==> src/rtl/adau1761_init_sequencer.sv <==
// adau1761_init_sequencer: wakes the ADAU1761 into SPI mode, replays an
// external configuration table (with PLL lock polling), then serves host
// register accesses. Every access goes through one shared SPI engine handshake.
module adau1761_init_sequencer #(
  parameter int MAX_BYTES     = 8,
  parameter int NUM_CFG       = 16,
  parameter int SETTLE_CYCLES = 1000,
  parameter int POLL_LIMIT    = 64,
  parameter int LOCK_BIT      = 1,
  parameter int BUSY_TIMEOUT  = 16
) (
  input  logic                         clk,
  input  logic                         resetn,
  output logic [7:0]                   cfg_index,
  input  logic [15:0]                  cfg_addr,
  input  logic [$clog2(MAX_BYTES)-1:0] cfg_nbytes,
  input  logic [MAX_BYTES*8-1:0]       cfg_data,
  input  logic                         cfg_poll,
  input  logic                         host_req,
  input  logic                         host_read,
  input  logic [$clog2(MAX_BYTES)-1:0] host_nbytes,
  input  logic [15:0]                  host_addr,
  input  logic [MAX_BYTES*8-1:0]       host_wdata,
  output logic                         host_ack,
  output logic [MAX_BYTES*8-1:0]       host_rdata,
  output logic                         spi_start,
  input  logic                         spi_busy,
  output logic                         spi_read,
  output logic [$clog2(MAX_BYTES)-1:0] spi_nbytes,
  output logic [15:0]                  spi_address,
  output logic [MAX_BYTES*8-1:0]       spi_write_data,
  input  logic [MAX_BYTES*8-1:0]       spi_read_data,
  output logic                         init_done,
  output logic                         init_error
);

  localparam int NBW = $clog2(MAX_BYTES);
  localparam int DW  = MAX_BYTES * 8;
  localparam int SCW = $clog2(SETTLE_CYCLES + 1);
  localparam int PCW = $clog2(POLL_LIMIT + 1);
  localparam int BCW = $clog2(BUSY_TIMEOUT + 1);

  localparam logic [SCW-1:0] SETTLE_LAST = SCW'(SETTLE_CYCLES - 1);
  localparam logic [PCW-1:0] POLL_LAST   = PCW'(POLL_LIMIT - 1);
  localparam logic [BCW-1:0] BUSY_MAX    = BCW'(BUSY_TIMEOUT);
  localparam logic [7:0]     LAST_IDX    = 8'(NUM_CFG - 1);
  localparam logic [15:0]    WAKE_ADDR   = 16'h4000;

  // Main sequencer states
  localparam logic [2:0] ST_WAKE   = 3'd0;
  localparam logic [2:0] ST_SETTLE = 3'd1;
  localparam logic [2:0] ST_CFG    = 3'd2;
  localparam logic [2:0] ST_POLL   = 3'd3;
  localparam logic [2:0] ST_READY  = 3'd4;
  localparam logic [2:0] ST_ERROR  = 3'd5;

  // Transaction handshake states
  localparam logic [1:0] TX_IDLE      = 2'd0;
  localparam logic [1:0] TX_WAIT_BUSY = 2'd1;
  localparam logic [1:0] TX_WAIT_DONE = 2'd2;
  localparam logic [1:0] TX_GAP       = 2'd3;

  logic [2:0]     main_state;
  logic [1:0]     txn_state;
  logic [1:0]     wake_cnt;
  logic [SCW-1:0] settle_cnt;
  logic [PCW-1:0] poll_cnt;
  logic [BCW-1:0] busy_cnt;
  logic           gap_cnt;
  logic           txn_host;
  logic           txn_poll;

  logic           issue_req;
  logic           issue_read;
  logic           issue_host;
  logic           issue_poll;
  logic [NBW-1:0] issue_nbytes;
  logic [15:0]    issue_addr;
  logic [DW-1:0]  issue_wdata;

  logic           txn_done;
  logic           busy_timeout;

  assign txn_done     = (txn_state == TX_WAIT_DONE) && !spi_busy;
  assign busy_timeout = (txn_state == TX_WAIT_BUSY) && !spi_busy && (busy_cnt == BUSY_MAX);

  // Select which caller (wake, table, poll, host) owns the next transaction
  always_comb begin
    issue_req    = 1'b0;
    issue_read   = 1'b0;
    issue_host   = 1'b0;
    issue_poll   = 1'b0;
    issue_nbytes = '0;
    issue_addr   = '0;
    issue_wdata  = '0;
    case (main_state)
      ST_WAKE: begin
        issue_req  = 1'b1;
        issue_addr = WAKE_ADDR;
      end
      ST_CFG: begin
        issue_req    = 1'b1;
        issue_poll   = cfg_poll;
        issue_nbytes = cfg_nbytes;
        issue_addr   = cfg_addr;
        issue_wdata  = cfg_data;
      end
      ST_POLL: begin
        // Readback reuses the address/length latched by the table write.
        issue_req    = 1'b1;
        issue_read   = 1'b1;
        issue_nbytes = spi_nbytes;
        issue_addr   = spi_address;
        issue_wdata  = spi_write_data;
      end
      ST_READY, ST_ERROR: begin
        issue_req    = host_req;
        issue_host   = 1'b1;
        issue_read   = host_read;
        issue_nbytes = host_nbytes;
        issue_addr   = host_addr;
        issue_wdata  = host_wdata;
      end
      default: ;
    endcase
  end

  // SPI engine handshake: issue, wait busy, wait done, enforce start gap
  always_ff @(posedge clk) begin
    if (!resetn) begin
      txn_state      <= TX_IDLE;
      spi_start      <= 1'b0;
      spi_read       <= 1'b0;
      spi_nbytes     <= '0;
      spi_address    <= '0;
      spi_write_data <= '0;
      busy_cnt       <= '0;
      gap_cnt        <= 1'b0;
      txn_host       <= 1'b0;
      txn_poll       <= 1'b0;
      host_ack       <= 1'b0;
      host_rdata     <= '0;
    end else begin
      host_ack <= 1'b0;
      case (txn_state)
        // The issue cycle is folded into the idle edge: fields latch and
        // spi_start rises together.
        TX_IDLE: begin
          if (issue_req) begin
            spi_start      <= 1'b1;
            spi_read       <= issue_read;
            spi_nbytes     <= issue_nbytes;
            spi_address    <= issue_addr;
            spi_write_data <= issue_wdata;
            txn_host       <= issue_host;
            txn_poll       <= issue_poll;
            busy_cnt       <= '0;
            txn_state      <= TX_WAIT_BUSY;
          end
        end
        TX_WAIT_BUSY: begin
          if (spi_busy) begin
            spi_start <= 1'b0;
            txn_state <= TX_WAIT_DONE;
          end else if (busy_cnt == BUSY_MAX) begin
            spi_start <= 1'b0;
            gap_cnt   <= 1'b0;
            txn_state <= TX_GAP;
          end else begin
            busy_cnt <= busy_cnt + 1'b1;
          end
        end
        TX_WAIT_DONE: begin
          if (!spi_busy) begin
            gap_cnt   <= 1'b0;
            txn_state <= TX_GAP;
            if (txn_host) begin
              host_ack <= 1'b1;
              if (spi_read) host_rdata <= spi_read_data;
            end
          end
        end
        default: begin
          if (gap_cnt) txn_state <= TX_IDLE;
          else         gap_cnt   <= 1'b1;
        end
      endcase
    end
  end

  // Init sequence: wake writes, settle delay, table walk with lock polling
  always_ff @(posedge clk) begin
    if (!resetn) begin
      main_state <= ST_WAKE;
      wake_cnt   <= '0;
      settle_cnt <= '0;
      poll_cnt   <= '0;
      cfg_index  <= '0;
      init_done  <= 1'b0;
      init_error <= 1'b0;
    end else if (busy_timeout) begin
      main_state <= ST_ERROR;
      init_error <= 1'b1;
      init_done  <= 1'b0;
    end else begin
      case (main_state)
        ST_WAKE: begin
          if (txn_done) begin
            if (wake_cnt == 2'd2) begin
              main_state <= ST_SETTLE;
              settle_cnt <= '0;
            end else begin
              wake_cnt <= wake_cnt + 1'b1;
            end
          end
        end
        ST_SETTLE: begin
          if (settle_cnt == SETTLE_LAST) begin
            main_state <= ST_CFG;
            cfg_index  <= '0;
          end else begin
            settle_cnt <= settle_cnt + 1'b1;
          end
        end
        ST_CFG: begin
          if (txn_done) begin
            if (txn_poll) begin
              main_state <= ST_POLL;
              poll_cnt   <= '0;
            end else if (cfg_index == LAST_IDX) begin
              main_state <= ST_READY;
              init_done  <= 1'b1;
            end else begin
              cfg_index <= cfg_index + 1'b1;
            end
          end
        end
        ST_POLL: begin
          if (txn_done) begin
            if (spi_read_data[LOCK_BIT]) begin
              if (cfg_index == LAST_IDX) begin
                main_state <= ST_READY;
                init_done  <= 1'b1;
              end else begin
                cfg_index  <= cfg_index + 1'b1;
                main_state <= ST_CFG;
              end
            end else if (poll_cnt == POLL_LAST) begin
              main_state <= ST_ERROR;
              init_error <= 1'b1;
            end else begin
              poll_cnt <= poll_cnt + 1'b1;
            end
          end
        end
        default: ;
      endcase
    end
  end

endmodule
==> config.mk <==
export PLATFORM = sky130hd
export DESIGN_NAME = adau1761_init_sequencer
export DESIGN_NICKNAME = d
export VERILOG_FILES = /design/src/rtl/adau1761_init_sequencer.sv
export SDC_FILE = /design/constraint.sdc
export NUM_CORES = 1
export LEC_CHECK = 0
export CELL_PAD_IN_SITES_DETAIL_PLACEMENT = 0
export CELL_PAD_IN_SITES_GLOBAL_PLACEMENT = 1
export CORE_AREA = 3 3 154 156
export DETAILED_ROUTE_END_ITERATION = 7
export DIE_AREA = 0 0 157 159
export DONT_BUFFER_PORTS = 1
export PLACE_DENSITY = 0.79
export SYNTH_ARGS = -nofsm -noshare
export SYNTH_HDL_FRONTEND = slang
export SYNTH_SLANG_ARGS = --single-unit
==> constraint.sdc <==
create_clock -name clk -period 2.2 [get_ports clk]
set_input_delay 0.33 -clock clk [delete_from_list [all_inputs] [get_ports clk]]
set_output_delay 0.33 -clock clk [all_outputs]
set_load 0.005 [all_outputs]
After elaboration in Yosys (flattened, before gate mapping)
Index checks and enable logic that the tools add are counted.

cells by class
  add/sub/neg operators = 5
  $mul = 0
  divide/modulo/power cells = 0
  magnitude comparators = 0
  equality and inequality tests = 39
  shifts and indexed selects = 0
  multiplexer cells = 65
  bitwise operators = 7
  reduce and logical (&&, ||, !) cells = 35

operators with widths
  cell                                           count
  case mux 64 bit (3 select lines)               1
  case mux 16 bit (4 select lines)               1
  2-to-1 mux 8 bit                               6
  2-to-1 mux 7 bit                               5
  2-to-1 mux 3 bit                               11
  2-to-1 mux 10 bit                              3
  != test 2 bit, second input constant           15
  case mux 8 bit (3 select lines)                1
  AND reduction 4 bit                            6
  != test 3 bit, second input constant           7
  case mux 10 bit (2 select lines)               1
  2-to-1 mux 1 bit                               18
  AND reduction 8 bit                            2
  2-to-1 mux 5 bit                               3
  case mux 7 bit (2 select lines)                1
  AND reduction 7 bit                            2
  case mux 3 bit (4 select lines)                1
  nonzero test 2 bit                             6
  adder 10 x 1 -> 10 bit, second input constant  1
  equality test 10 bit, second input constant    1
  2-to-1 mux 2 bit                               5
  case mux 5 bit (2 select lines)                1
  AND reduction 5 bit                            2
  case mux 3 bit (3 select lines)                1
  30 further kinds                               50

word-level totals
  register bits after elaboration = 192
  latch bits = 0
  bits in writable memories = 0
  memory bits (read-only) = 0
  input bits = 236
  output and inout bits = 160
  memories kept = 0

Logic depth before layout (Yosys ltp)
  word-level depth = 6
  mapped depth = 10

Worst setup path after synthesis
Ideal clock, no wire load.

  path type = reg2reg
  from = reg txn_state[0]
  to = reg settle_cnt[9]
  library setup time = 70 ps
  data arrival time = 2,001 ps
  slack = 129 ps
  stages on the path, launching flop included = 9
  buffers on the path = 1
  clock period less this slack = 2,071 ps
  cells stage by stage = dfxtp_1 > inv_1 > ha_1 > or4b_4 > nor3_2 > a21oi_1 > buf_6 > or4_1 > a21oi_1

on the way
  cells in the longest elaborated chain, start to end = 5
  elaborated cells between the ends (all ways) = 8
  those cells by class = eq/ne (3); bitwise (1); reduce/logical (4)

ends and longest elaborated chain
  item                                                                         RTL line  text
  start: declaration                                                           64        logic [1:0] txn_state;
  start signal: assignment                                                     131       txn_state <= TX_IDLE;
  start signal: assignment                                                     158       txn_state <= TX_WAIT_BUSY;
  start signal: assignment                                                     164       txn_state <= TX_WAIT_DONE;
  parallel branches: the longest is 4 deep, another holds equality test 2 bit  --
  AND reduction 5 bit (no line) (*)                                            --
  end signal: assignment                                                       222       settle_cnt <= settle_cnt + 1'b1;
  end: declaration                                                             66        logic [SCW-1:0] settle_cnt;

Mark *: on every way between the ends.
A chain may end at the register's enable or synchronous reset.

Worst setup path after layout
  from = reg txn_state[0]
  to = reg settle_cnt[7]

Same word-level chain as after synthesis.

==> results.ini <==
[status]
status = finished clean

[cts]
cts_max_path_buffers = 2
insertion_delay_ps = 430
cts_sinks = 192
clk_pin_slew_worst_paths_ps = 80
cts_made_buffers = 17
cts_root_buf = clkbuf_16
tritoncts = done
h-tree-depth = 4

[synthesis]
synth_seq_cells = 192
yosysWarnings = 0
async_flop_share = 0
synth_cell_types = 54
synth_nets = 1205
netlist_instances = 959
synth_edf_count = 0
synth.cell_area_um2 = 7990
syn_area_per_cell_um2 = 8.33
ys.flop_type = dfxtp_1
yosysSeqAreaShare = 0.481

[detailed_routing]
wirelength_um = 25400
avgRoutedWirePerCell_um = 20.5
via_per_inst = 5.75
final_antenna_net_count = 0
drc = 0
drtPass1Iterations = 5
num_vias = 7112
drt_iter0_drc = 577

[floorplanning]
fp.dieH_um = 159
fp.coreArea_um2 = 22500
initial_core_util = 0.355
die_width_um = 157
io_pins = 396
fp-row-count = 55
die_area_um2 = 25000

[cells_and_area]
drive_gt1_frac = 0.0967
register_area_um2 = 3850
most-common-layout-cells = dfxtp_1, nand2_1, nor2_1
nFillCells = 2286
mostFrequentLayoutCell = dfxtp_1
fin_area_um2 = 9120
diodes = 0
multiInputGateArea_um2 = 3870
fin_util = 0.405
syn2layout_area_growth_pct = 14.2
fin_cells = 1236
num-nets-final = 1185

[setup_path]
cp-end-kind = register
path_depth = 8
worst_path_max_delay_cell = or4b_4
critPathMaxFanout = 5
cp-start-kind = register
critPathKind = register to register
critPathArrivalTime_ps = 2470
worstPathRequired_ps = 2560
cpPeakStageDelay_ps = 470
r2r_slack_ps = 90
path_buf_inv = 2
worstPathCellList = inv_2 > ha_4 > or4b_4 > nor3_4 > a21oi_4 > clkbuf_16 > or4_1 > a21oi_1
reg2regPathDepth = 8
critical-path-top-delay-family = simple AND/OR/NAND/NOR gates

[timing]
rsz0062_at_grt = true
setup_ws_ps = 86.0
finalMaxSlewViolations = 0
skew_ps = 17.7
hold_viol_final = 0
worstMarginPinSlew_ps = 872
fin_crit_sh = 0.961
fmax_ghz = 0.473
finalSetupViolations = 0
maxSlewHeadroom = 0.419
period_needed_ps = 2110

[power_and_ir_drop]
worst_ir_drop_vdd_mv = 0.581
p_per_area_nw_per_um2 = 1210
total_leakage_power_nw = 3.12
power_mw = 11.0

[global_routing]
grt_max_degree = 163
gr-usage-met2 = 0.310
busiest_layer = met2
met1_usage = 0.235
use_met3 = 0.0598
track_usage = 0.187
grt_antenna_before_repair = 0
grt_pass1_vias = 6201
overflow = 0
grt_first_pass_wirelength_um = 36700

[worst_hold_path]
hold_depth = 2
hold_class = input port to register

[place]
place_area_um2 = 8360
io_buffers = 0
dp_cells = 1194
gp_congestion = 0.816
dp_hpwl_um = 17900
pre_cts_slack_ps = 70.5

[job]
drv_cap = 0

cell families (layout without fill, tap and decap cells):
logic type / count (synthesis) / count (layout) / share of synthesized area
AOI/OAI and AO/OA: 228 / 228 / 0.199
xor gates and xnor gates: 9 / 9 / 0.00987
adders and majority gates: 10 / 10 / 0.0157
buffers and inverters: 91 / 83 / 0.0468
DFF: 192 / 192 / 0.481
muxes: 3 / 3 / 0.00376
and+or+nand+nor: 426 / 426 / 0.244
worst reg2reg max path, stage by stage (launching register included):
cell and delay, ps:
dfxtp_2 320, inv_2 70, ha_4 130, or4b_4 470, nor3_4 210, a21oi_4 70, clkbuf_16 180, or4_1 460
a21oi_1 140
Yosys cell counts, types with 5 or more instances:
| cell type | count | area (um2) |
|---|---|---|
| and3_1 | 6 | 37.5 |
| a221oi_1 | 85 | 744 |
| nand2_1 | 150 | 563 |
| nor3_1 | 88 | 440 |
| nand3_1 | 9 | 45.0 |
| and2_1 | 6 | 37.5 |
| dfxtp_1 | 192 | 3840 |
| a21oi_1 | 87 | 435 |
| buf_2 | 20 | 100 |
| xnor2_1 | 6 | 52.6 |
| inv_1 | 12 | 45.0 |
| a21o_1 | 5 | 37.5 |
| or3_1 | 6 | 37.5 |
| a211oi_1 | 7 | 52.6 |
| nor2_1 | 111 | 417 |
| o21ai_0 | 14 | 70.1 |
| o31ai_1 | 7 | 52.6 |
| or4_1 | 7 | 52.6 |
| nor2b_1 | 7 | 43.8 |
| ha_1 | 10 | 125 |
| nand2b_1 | 8 | 50.1 |
| clkbuf_1 | 56 | 210 |
| nand4_1 | 12 | 75.1 |
power by group:
group          internal [mW]  switching [mW]  leakage (nW)
Sequential              4.21           0.795          1.56
Combinational           1.21            1.77          1.28
Clock                   1.51            1.52         0.279
Total                   6.93            4.08          3.12
area by class of cell:
type / instances / share of cell area
Sequential cell: 192 / 0.422
Tap cell: 285 / 0.0391
Inverter: 13 / 0.00563
Clock buffer: 17 / 0.0467
Clock inverter: 14 / 0.0162
Multi-Input combinational cell: 676 / 0.424
Timing Repair Buffer: 39 / 0.0462
metal layers:
metal / routed length (um) / part of all wire
met5: 0 / 0
met4: 329 / 0.013
met2: 12600 / 0.50
met3: 2320 / 0.092
met1: 10100 / 0.40
path summary, 6_finish.rpt:
check,from,end
min,spi_read_data[12],host_rdata[12]
min reg2reg,poll_cnt[6],poll_cnt[6]
max reg2reg,txn_state[0],settle_cnt[7]
max,txn_state[0],settle_cnt[7]
registers in the layout, summed over array words and instances (netlist names), 2 cells and up:
register,flops
txn_state,2
main_state,3
wake_cnt,2
settle_cnt,10
cfg_index,8
poll_cnt,7
spi_address,16
busy_cnt,5
spi_nbytes,3
host_rdata,64
spi_write_data,64
repair_timing:
| action | CTS | global route |
|---|---|---|
| hold buffers | 2 | 1 |
| setup buffers | 0 | 5 |
| hold endpoints to repair | 2 | 1 |
| resized for setup | 0 | 21 |
| setup endpoints to repair | 0 | 41 |
per-stage QoR:
stage                     setup TNS [ps]  hold WS, ps
after floorplan                        0          416
after global placement                 0          433
after detailed placement               0          440
after CTS                              0        0.191
after global routing                -590         8.47
final                                  0         27.3
Note: power is estimated with default switching activity, not from simulation.
